<file path="src/rtl/rv_pkg.sv">
// Shared write-back types: data/address widths and the
// write-source tag used to steer scoreboard clears.
package rv_pkg;
    localparam int XLEN = 32;
    localparam int NREG = 32;
    localparam int AW   = 5;

    typedef enum logic [1:0] {
        WB_NONE,
        WB_ALU,
        WB_LD
    } wb_src_e;

    typedef struct packed {
        logic [AW-1:0]   rd;
        logic [XLEN-1:0] data;
    } ld_ent_t;
endpackage

</file>
<file path="src/rtl/rf_writeback_if.sv">
// Bundle between execute/memory/decode and the write-back
// controller; slave is the controller side.
interface rf_writeback_if;
    import rv_pkg::*;

    logic            alu_valid;
    logic [AW-1:0]   alu_rd;
    logic [XLEN-1:0] alu_data;
    logic            alu_stall;
    logic            ld_valid;
    logic            ld_ready;
    logic [AW-1:0]   ld_rd;
    logic [XLEN-1:0] ld_data;
    logic            mark_valid;
    logic [AW-1:0]   mark_rd;
    logic [AW-1:0]   rs1;
    logic [AW-1:0]   rs2;
    logic            rs1_busy;
    logic            rs2_busy;
    logic [NREG-1:0] pend;
    logic            we3;
    logic [AW-1:0]   a3;
    logic [XLEN-1:0] wd3;
    logic            err;

    modport master (
        output alu_valid, alu_rd, alu_data,
        output ld_valid, ld_rd, ld_data,
        output mark_valid, mark_rd, rs1, rs2,
        input  alu_stall, ld_ready, rs1_busy, rs2_busy,
        input  pend, we3, a3, wd3, err
    );

    modport slave (
        input  alu_valid, alu_rd, alu_data,
        input  ld_valid, ld_rd, ld_data,
        input  mark_valid, mark_rd, rs1, rs2,
        output alu_stall, ld_ready, rs1_busy, rs2_busy,
        output pend, we3, a3, wd3, err
    );
endinterface

</file>
<file path="src/rtl/wb_fifo2.sv">
// Two-deep {rd, data} buffer for load returns; push and
// pop may coincide whenever the buffer is not full.
module wb_fifo2
    import rv_pkg::*;
(
    input  logic       clk,
    input  logic       rst_n,
    input  logic       push,
    input  logic       pop,
    input  ld_ent_t    din,
    output ld_ent_t    dout,
    output logic       full,
    output logic       empty,
    output logic [1:0] count
);
    ld_ent_t [1:0] mem_q, mem_d;
    logic          wp_q, wp_d;
    logic          rp_q, rp_d;
    logic [1:0]    cnt_q, cnt_d;
    logic          do_push, do_pop;

    assign full  = (cnt_q == 2'd2);
    assign empty = (cnt_q == 2'd0);
    assign count = cnt_q;
    assign dout  = mem_q[rp_q];

    always_comb begin
        do_push = push && !full;
        do_pop  = pop && !empty;
        mem_d   = mem_q;
        wp_d    = wp_q;
        rp_d    = rp_q;
        if (do_push) begin
            mem_d[wp_q] = din;
            wp_d        = !wp_q;
        end
        if (do_pop) begin
            rp_d = !rp_q;
        end
        cnt_d = cnt_q + 2'(do_push) - 2'(do_pop);
    end

    always_ff @(posedge clk or negedge rst_n) begin
        if (!rst_n) begin
            mem_q <= '0;
            wp_q  <= 1'b0;
            rp_q  <= 1'b0;
            cnt_q <= 2'd0;
        end else begin
            mem_q <= mem_d;
            wp_q  <= wp_d;
            rp_q  <= rp_d;
            cnt_q <= cnt_d;
        end
    end
endmodule

</file>
<file path="src/rtl/rf_writeback.sv">
// Register-file write port: merges ALU and load-return writes,
// bounds load starvation, and tracks pending loads for decode.
module rf_writeback
    import rv_pkg::*;
#(
    parameter int STARVE_MAX = 3
) (
    input logic           clk,
    input logic           rst_n,
    rf_writeback_if.slave bus
);
    localparam int CW = $clog2(STARVE_MAX + 1);

    ld_ent_t         head;
    logic            fifo_full, fifo_empty;
    logic [1:0]      fifo_cnt;
    logic            ld_push, ld_pop, stall;
    wb_src_e         src;
    logic [AW-1:0]   win_rd;
    logic [XLEN-1:0] win_data;

    logic [CW-1:0]   cnt_q, cnt_d;
    logic            we3_q, we3_d;
    logic [AW-1:0]   a3_q, a3_d;
    logic [XLEN-1:0] wd3_q, wd3_d;
    wb_src_e         src_q, src_d;
    logic [NREG-1:0] pend_q, pend_d;
    logic            err_q, err_d;

    assign ld_push = bus.ld_valid && !fifo_full;
    assign stall   = (cnt_q == CW'(STARVE_MAX)) && !fifo_empty;

    wb_fifo2 u_fifo (
        .clk   (clk),
        .rst_n (rst_n),
        .push  (ld_push),
        .pop   (ld_pop),
        .din   ('{rd: bus.ld_rd, data: bus.ld_data}),
        .dout  (head),
        .full  (fifo_full),
        .empty (fifo_empty),
        .count (fifo_cnt)
    );

    // A stalled ALU forces the load path even if alu_valid is high.
    always_comb begin
        src      = WB_NONE;
        win_rd   = '0;
        win_data = '0;
        if (stall) begin
            src      = WB_LD;
            win_rd   = head.rd;
            win_data = head.data;
        end else if (bus.alu_valid) begin
            src      = WB_ALU;
            win_rd   = bus.alu_rd;
            win_data = bus.alu_data;
        end else if (!fifo_empty) begin
            src      = WB_LD;
            win_rd   = head.rd;
            win_data = head.data;
        end
    end

    assign ld_pop = (src == WB_LD);

    always_comb begin
        cnt_d = cnt_q;
        if (fifo_empty || ld_pop) begin
            cnt_d = '0;
        end else if (src == WB_ALU && cnt_q != CW'(STARVE_MAX)) begin
            cnt_d = cnt_q + CW'(1);
        end
        we3_d = (src != WB_NONE) && (win_rd != '0);
        a3_d  = we3_d ? win_rd : a3_q;
        wd3_d = we3_d ? win_data : wd3_q;
        src_d = we3_d ? src : WB_NONE;
        err_d = err_q || (bus.alu_valid && stall);
        // Clear before set so a same-edge re-mark survives.
        pend_d = pend_q;
        if (we3_q && src_q == WB_LD) begin
            pend_d[a3_q] = 1'b0;
        end
        if (bus.mark_valid && bus.mark_rd != '0) begin
            pend_d[bus.mark_rd] = 1'b1;
        end
    end

    always_ff @(posedge clk or negedge rst_n) begin
        if (!rst_n) begin
            cnt_q  <= '0;
            we3_q  <= 1'b0;
            a3_q   <= '0;
            wd3_q  <= '0;
            src_q  <= WB_NONE;
            pend_q <= '0;
            err_q  <= 1'b0;
        end else begin
            cnt_q  <= cnt_d;
            we3_q  <= we3_d;
            a3_q   <= a3_d;
            wd3_q  <= wd3_d;
            src_q  <= src_d;
            pend_q <= pend_d;
            err_q  <= err_d;
        end
    end

    assign bus.ld_ready  = (fifo_cnt != 2'd2);
    assign bus.alu_stall = stall;
    assign bus.rs1_busy  = pend_q[bus.rs1] && (bus.rs1 != '0);
    assign bus.rs2_busy  = pend_q[bus.rs2] && (bus.rs2 != '0);
    assign bus.pend      = pend_q;
    assign bus.we3       = we3_q;
    assign bus.a3        = a3_q;
    assign bus.wd3       = wd3_q;
    assign bus.err       = err_q;
endmodule

</file>
<file path="src/flat_wrapper.sv">
// flat-port wrapper written by rule: the top's interface ports become plain ports
module rf_writeback_flat import rv_pkg::*;
#(
    parameter int STARVE_MAX = 3
)
  (clk, rst_n, bus_alu_valid, bus_alu_rd, bus_alu_data, bus_ld_valid, bus_ld_rd, bus_ld_data, bus_mark_valid, bus_mark_rd, bus_rs1, bus_rs2, bus_alu_stall, bus_ld_ready, bus_rs1_busy, bus_rs2_busy, bus_pend, bus_we3, bus_a3, bus_wd3, bus_err);
  rf_writeback_if bus_i ();
  input logic clk;
  input logic rst_n;
  input wire logic [$bits(bus_i.alu_valid)-1:0] bus_alu_valid;
  input wire logic [$bits(bus_i.alu_rd)-1:0] bus_alu_rd;
  input wire logic [$bits(bus_i.alu_data)-1:0] bus_alu_data;
  input wire logic [$bits(bus_i.ld_valid)-1:0] bus_ld_valid;
  input wire logic [$bits(bus_i.ld_rd)-1:0] bus_ld_rd;
  input wire logic [$bits(bus_i.ld_data)-1:0] bus_ld_data;
  input wire logic [$bits(bus_i.mark_valid)-1:0] bus_mark_valid;
  input wire logic [$bits(bus_i.mark_rd)-1:0] bus_mark_rd;
  input wire logic [$bits(bus_i.rs1)-1:0] bus_rs1;
  input wire logic [$bits(bus_i.rs2)-1:0] bus_rs2;
  output wire logic [$bits(bus_i.alu_stall)-1:0] bus_alu_stall;
  output wire logic [$bits(bus_i.ld_ready)-1:0] bus_ld_ready;
  output wire logic [$bits(bus_i.rs1_busy)-1:0] bus_rs1_busy;
  output wire logic [$bits(bus_i.rs2_busy)-1:0] bus_rs2_busy;
  output wire logic [$bits(bus_i.pend)-1:0] bus_pend;
  output wire logic [$bits(bus_i.we3)-1:0] bus_we3;
  output wire logic [$bits(bus_i.a3)-1:0] bus_a3;
  output wire logic [$bits(bus_i.wd3)-1:0] bus_wd3;
  output wire logic [$bits(bus_i.err)-1:0] bus_err;
  assign bus_i.alu_valid = bus_alu_valid;
  assign bus_i.alu_rd = bus_alu_rd;
  assign bus_i.alu_data = bus_alu_data;
  assign bus_i.ld_valid = bus_ld_valid;
  assign bus_i.ld_rd = bus_ld_rd;
  assign bus_i.ld_data = bus_ld_data;
  assign bus_i.mark_valid = bus_mark_valid;
  assign bus_i.mark_rd = bus_mark_rd;
  assign bus_i.rs1 = bus_rs1;
  assign bus_i.rs2 = bus_rs2;
  assign bus_alu_stall = bus_i.alu_stall;
  assign bus_ld_ready = bus_i.ld_ready;
  assign bus_rs1_busy = bus_i.rs1_busy;
  assign bus_rs2_busy = bus_i.rs2_busy;
  assign bus_pend = bus_i.pend;
  assign bus_we3 = bus_i.we3;
  assign bus_a3 = bus_i.a3;
  assign bus_wd3 = bus_i.wd3;
  assign bus_err = bus_i.err;
  rf_writeback #(.STARVE_MAX(STARVE_MAX)) u_core (.clk(clk), .rst_n(rst_n), .bus(bus_i));
endmodule
</file>
<file path="config.mk">
export PLATFORM = sky130hd
export DESIGN_NAME = rf_writeback_flat
export DESIGN_NICKNAME = d
export VERILOG_FILES = /design/src/rtl/rv_pkg.sv /design/src/rtl/rf_writeback_if.sv /design/src/rtl/wb_fifo2.sv /design/src/rtl/rf_writeback.sv /design/src/flat_wrapper.sv
export SDC_FILE = /design/constraint.sdc
export NUM_CORES = 1
export LEC_CHECK = 0
export ABC_AREA = 1
export CAP_MARGIN = 0
export CORE_ASPECT_RATIO = 1.75
export CORE_MARGIN = 8
export CORE_UTILIZATION = 40
export CTS_CLUSTER_DIAMETER = 80
export DETAILED_ROUTE_END_ITERATION = 10
export GPL_TIMING_DRIVEN = 0
export PLACE_DENSITY_LB_ADDON = 0.08
export SYNTH_ARGS = -nofsm -noshare
export SYNTH_HDL_FRONTEND = slang
export SYNTH_HIERARCHICAL = 1
export SYNTH_SLANG_ARGS = --single-unit
export TNS_END_PERCENT = 20
</file>
<file path="constraint.sdc">
create_clock -name clk -period 2.2 [get_ports clk]
set_clock_uncertainty 0.1 [all_clocks]
set_input_delay 0.66 -clock clk [delete_from_list [all_inputs] [get_ports clk]]
set_output_delay 0.66 -clock clk [all_outputs]
set_load 0.02 [all_outputs]
</file>
* Word-level counts from Yosys, hierarchy flattened
Index checks and enable logic that the tools add are counted. W data, S select, Z words.
Word-level totals: input port bits 94, output and inout bits 75, logic and storage cells 90, flip-flop bits (word level) 153
Cells by class: $add $sub $neg 3, bitwise logic cells 3, order comparisons 9, reduce and logical (&&, ||, !) cells 27, eq/ne operators 7, mux-type cells 27
Operators with widths (count):
- $mux W32 | 5
- $mux W37 | 3
- $bwmux W74 | 1
- $demux W37 S1 | 1
- $and A32 B32 Y32 | 1
- $not A32 Y32 | 1
- $or A32 B32 Y32 | 1
- $lt A5 B6 Y1 const B | 4
- $reduce_bool A5 Y1 | 4
- $mux W5 | 3
- $logic_and A1 B1 Y1 | 14
- $mux W2 | 6
- $bmux W1 S5 | 2
- $demux W1 S5 | 2
- $ge A5 B1 Y1 const B | 2
- $eq A2 B2 Y1 const B | 4
- $logic_not A1 Y1 | 4
- $lt A1 B2 Y1 const B | 2
- $mux W1 | 4
- $ne A2 B2 Y1 const B | 2
- $reduce_bool A2 Y1 | 2
- $add A2 B1 Y2 | 1
- $add A2 B1 Y2 const B | 1
- $eq A2 B1 Y1 const B | 1
- 4 further kinds | 5

* Depth between registers and ports, before layout
depth in word-level cells 9, gate-level depth with buffers 15, mapped depth without buffers 13

* By module
The synthesis kept the hierarchy.
By module, submodules not included:
- rf_writeback | sequential area each 1876.8 um2, area an instance 4325.4 um2, cells each 582, instances 1
- wb_fifo2 | sequential area each 1951.9 um2, area an instance 3741.1 um2, cells each 480, instances 1

* Worst setup path after synthesis
Ideal clock, no wire load.
kind input-to-output, start input port bus_rs1[0], end output port bus_rs1_busy, stages 12, arrival 1.689 ns, data required time 1.440 ns, setup slack -0.249 ns, path buffers 2, cells stage by stage buf_2 > clkinv_1 > buf_2 > nand2_1 > nand3_1 > nand2_1 > nand2_1 > nand2_1 > inv_1 > nand2_1 > nand2_1 > nand2_1
On the way: cells in the longest elaborated chain, start to end 3, elaborated cells between the ends (all ways) 4, those cells by class 2 x mux; 2 x reduce/logical
Ends and longest elaborated chain:
- from (decl) | line flat_wrapper.sv:18 | input wire logic [$bits(bus_i.rs1)-1:0] bus_rs1;
- $bmux W1 S5 | line rf_writeback.sv:111 | assign bus.rs1_busy = pend_q[bus.rs1] && (bus.rs1 != '0);
- $mux W1 (not written as such) | line rf_writeback.sv:111
- $logic_and A1 B1 Y1 * | line rf_writeback.sv:111
- to (decl) | line flat_wrapper.sv:22 | output wire logic [$bits(bus_i.rs1_busy)-1:0] bus_rs1_busy;
Mark *: on every way between the ends. The rest lies on a longest branch, timed or not. The select of a mux whose other input is x is not followed.

* Worst setup path after layout
start input port bus_rs2[0], end output port bus_rs2_busy
On the way: cells in the longest elaborated chain, start to end 3, elaborated cells between the ends (all ways) 4, those cells by class 2 x mux; 2 x reduce/logical
Ends and longest elaborated chain:
- from (decl) | line flat_wrapper.sv:19 | input wire logic [$bits(bus_i.rs2)-1:0] bus_rs2;
- $bmux W1 S5 | line rf_writeback.sv:112 | assign bus.rs2_busy = pend_q[bus.rs2] && (bus.rs2 != '0);
- $mux W1 (not written as such) | line rf_writeback.sv:112
- $logic_and A1 B1 Y1 * | line rf_writeback.sv:112
- to (decl) | line flat_wrapper.sv:23 | output wire logic [$bits(bus_i.rs2_busy)-1:0] bus_rs2_busy;
Marks and branches as above.

==> impl_metrics.toml <==
[grt]
grt_pass1_wl_um = 44400
grt_pass1_vias = 8312
grt_use_total = 0.232
overflow = 0
antenna_found_initial = 3
grt_max_degree = 87

[run_status]
violations = "setup timing"
status = "complete, but fails checks"

[yosys]
synth_top_cell_by_area = "dfrtp_1"
avgSynthCellArea_um2 = 7.60
syn-num-nets = 1159
yosysSeqAreaShare = 0.475
ys_top_cells_by_area = "dfrtp_1 47%, nand2_1 21%, nand4_1 8.8%"
ys_warn_count = 6
yosysTopAreaCellShare = 0.475
ys_ff_latch = 153
synth.distinct_cells = 24
synthCells = 1062
synth_area_mm2 = 0.00807

[power]
p_leak_uw = 0.00599
p_comb_frac = 0.476
power_density_mw_per_mm2 = 1330
power_uw = 15200
clkPwrFrac = 0.205
switchingPower_uw = 6420
vdd.ir_drop.worst_uv = 589
pwr-share-seq = 0.319
switching_share = 0.423
internal-power_uw = 8760

[run]
drv_cap = 0

[placement]
io_buffers = 164
hpwlAfterDp_um = 21900
place.gp.congestion = 0.913
place_ws_ps = -1060

[clock_tree]
cts_buffers = 17
clock_path_buffers = 2
htreeDepth = 4
clk_pin_slew_worst_paths_ps = 60
cts.sinks = 153
cts_tree = "yes"
hold_buffers = 0
insertion_delay_ps = 430
cts_root_buf = "clkbuf_16"

[critical_path]
crit_chain = "buf_12 > clkinv_8 > buf_6 > nand2_2 > nand3_2 > nand2_2 > nand2_1 > nand2_1 > inv_1 > nand2_1 > nand2_1 > nand2_2 > buf_6"
crit_slowest_cell = "buf_6"
cp.arrival_ps = 1650
r2r_start = "u_core/u_fifo/count[1]"
required_ps = 1440
ff2ff_setup_slack_ps = 190
worstSetupPathType = "in2out"
crit_family = "simple AND/OR/NAND/NOR gates"
cp_max_fo = 6
endpoint_kind = "output port"
cp-start-kind = "input pin"
worstReg2RegEnd = "u_core/bus.wd3[16]"
worst-r2r-cell-count = 13
cpPeakStageDelay_ps = 130
path_buf_inv = 5
crit_top_cell = "nand2_1"

[sta]
fin_crit_ps = 2410
tns_ps = -387
setup_viol = 2
hold-worst-slack_ps = 132
rsz0062_at_grt = "yes"
max_freq_mhz = 415
post-route-worst-setup-slack_ps = -209
finalCritPeriodShare = 1.09
relSlewSlack = 0.571
finalHoldViolCount = 0
drv_slew = 0
tightest_slew_ps = 643

[floorplanning]
dieArea_mm2 = 0.0251
ios = 169
die_y_um = 204
die_w_um = 123
core_area_mm2 = 0.0200
rows = 69
start_util = 0.403

[detailed_routing]
drcViolationCount = 0
detail-route-antenna-nets = 0
initialDrtViolationCount = 360
wl_um = 28600
vias_per_cell = 5.22
firstDrtPassIters = 5
dr_total_vias = 7982
wire_per_inst_um = 18.7

[finish]
drive_above_1_share = 0.147
design.final.nets = 1362
synthToLayoutAreaGrowth_pct = 41.2

[worst_hold_path]
hold_path_class = "in2async"
## through the flow
| stage | instances | instance area [µm²] | util |
|---|---|---|---|
| global route | 1529 | 11400 | 0.568 |
| detailed placement | 1475 | 10100 | 0.505 |
| global placement | 1474 | 10100 | 0.504 |
| finish | 1529 | 11400 | 0.568 |
| floorplan | 1062 | 8140 | - |
| CTS | 1520 | 11100 | 0.556 |
## final cells by class
class | count | area, µm²
fillers | 1911 | 8640
flip-flops and latches | 153 | 3830
multi-input cells | 760 | 3770
repair buffers | 186 | 1960
plain buffers | 68 | 534
clock buffers | 20 | 457
inverters | 79 | 344
well taps | 248 | 310
clock inverters | 12 | 173
diodes | 3 | 7.51
## power groups by stage
stage / clock network, µW / logic, µW / registers (µW)
floorplan: 0 / 3670 / 5390
global placement: 0 / 6960 / 4880
detailed placement: 0 / 7050 / 4910
CTS: 3160 / 7170 / 4860
global route: 3280 / 8000 / 5010
finish: 3120 / 7230 / 4840
## what timing repair did
item                                   CTS  global route
gates cloned                             2             0
endpoints found under the hold margin    0             0
setup endpoints to repair               69            77
pin swaps                               29            10
setup buffers                           11             8
gates resized for setup                126            70
## layer usage
layer / GRT usage / routed length, µm
met1: 0.229 / 10100
met5: 0 / 0
met2: 0.431 / 16000
met3: 0.0420 / 1240
met4: 0.140 / 1350
## cells in the final DEF, fill, tap and decap left out, types with 7 or more instances in the layout
cell and n:
inv_1 64, nand4_1 114, clkbuf_1 11, nand3_1 40, nand2_2 17, nand2_1 439
dfrtp_1 153, inv_2 9, a22o_1 32, clkdlybuf4s50_1 92, nor2_4 7, buf_6 18
dlymetal6s2s_1 39, nand3_2 24, clkbuf_16 19, o21ai_0 63, dlygate4sd2_1 26, buf_4 24
buf_2 31
## synth_stat cells
cell type	number
a31oi_1	3
a22o_1	32
buf_6	8
a21oi_2	1
o21ai_0	63
inv_2	3
nand3_1	63
ha_1	3
nand2_2	1
nand4_1	114
buf_4	11
dfrtp_1	153
nand3_2	2
nand2_1	458
buf_2	38
a21o_1	1
clkbuf_1	13
nor2_2	2
nor3_1	3
inv_1	72
nor2_1	10
o21ai_1	3
clkinv_1	4
nor3b_1	1
## how the worst max path moves through the flow
stage               startpoint                  end  slack, ps  cells after the start
finish              bus_rs2[0]         bus_rs2_busy       -210                     13
global route        bus_rs2[0]         bus_rs2_busy       -270                     13
CTS                 bus_rs2[0]         bus_rs2_busy       -170                     13
detailed placement  bus_rs1[2]         bus_rs1_busy      -1060                     10
global placement         rst_n  u_core/bus.pend[10]      -6040                      1
floorplan           bus_rs2[0]         bus_rs2_busy         -1                     12
## state kept, by name, indices dropped and copies added, names as in the netlist
name	flops
u_core/u_fifo/mem_q	74
u_core/bus.pend	32
u_core/bus.wd3	32
u_core/bus.a3	5
u_core/cnt_q	2
u_core/src_q	2
u_core/u_fifo/count	2
u_core/bus.err	1
u_core/bus.we3	1
u_core/u_fifo/rp_q	1
u_core/u_fifo/wp_q	1
## logic make-up after synthesis
| kind of cell | after synthesis | share of synthesized area |
|---|---|---|
| flops | 153 | 0.475 |
| buf+inv | 149 | 0.0878 |
| compound gates | 103 | 0.0800 |
| fa+ha+maj | 3 | 0.00465 |
| simple gates | 654 | 0.353 |
No activity file was read; power rests on OpenSTA's default activity.
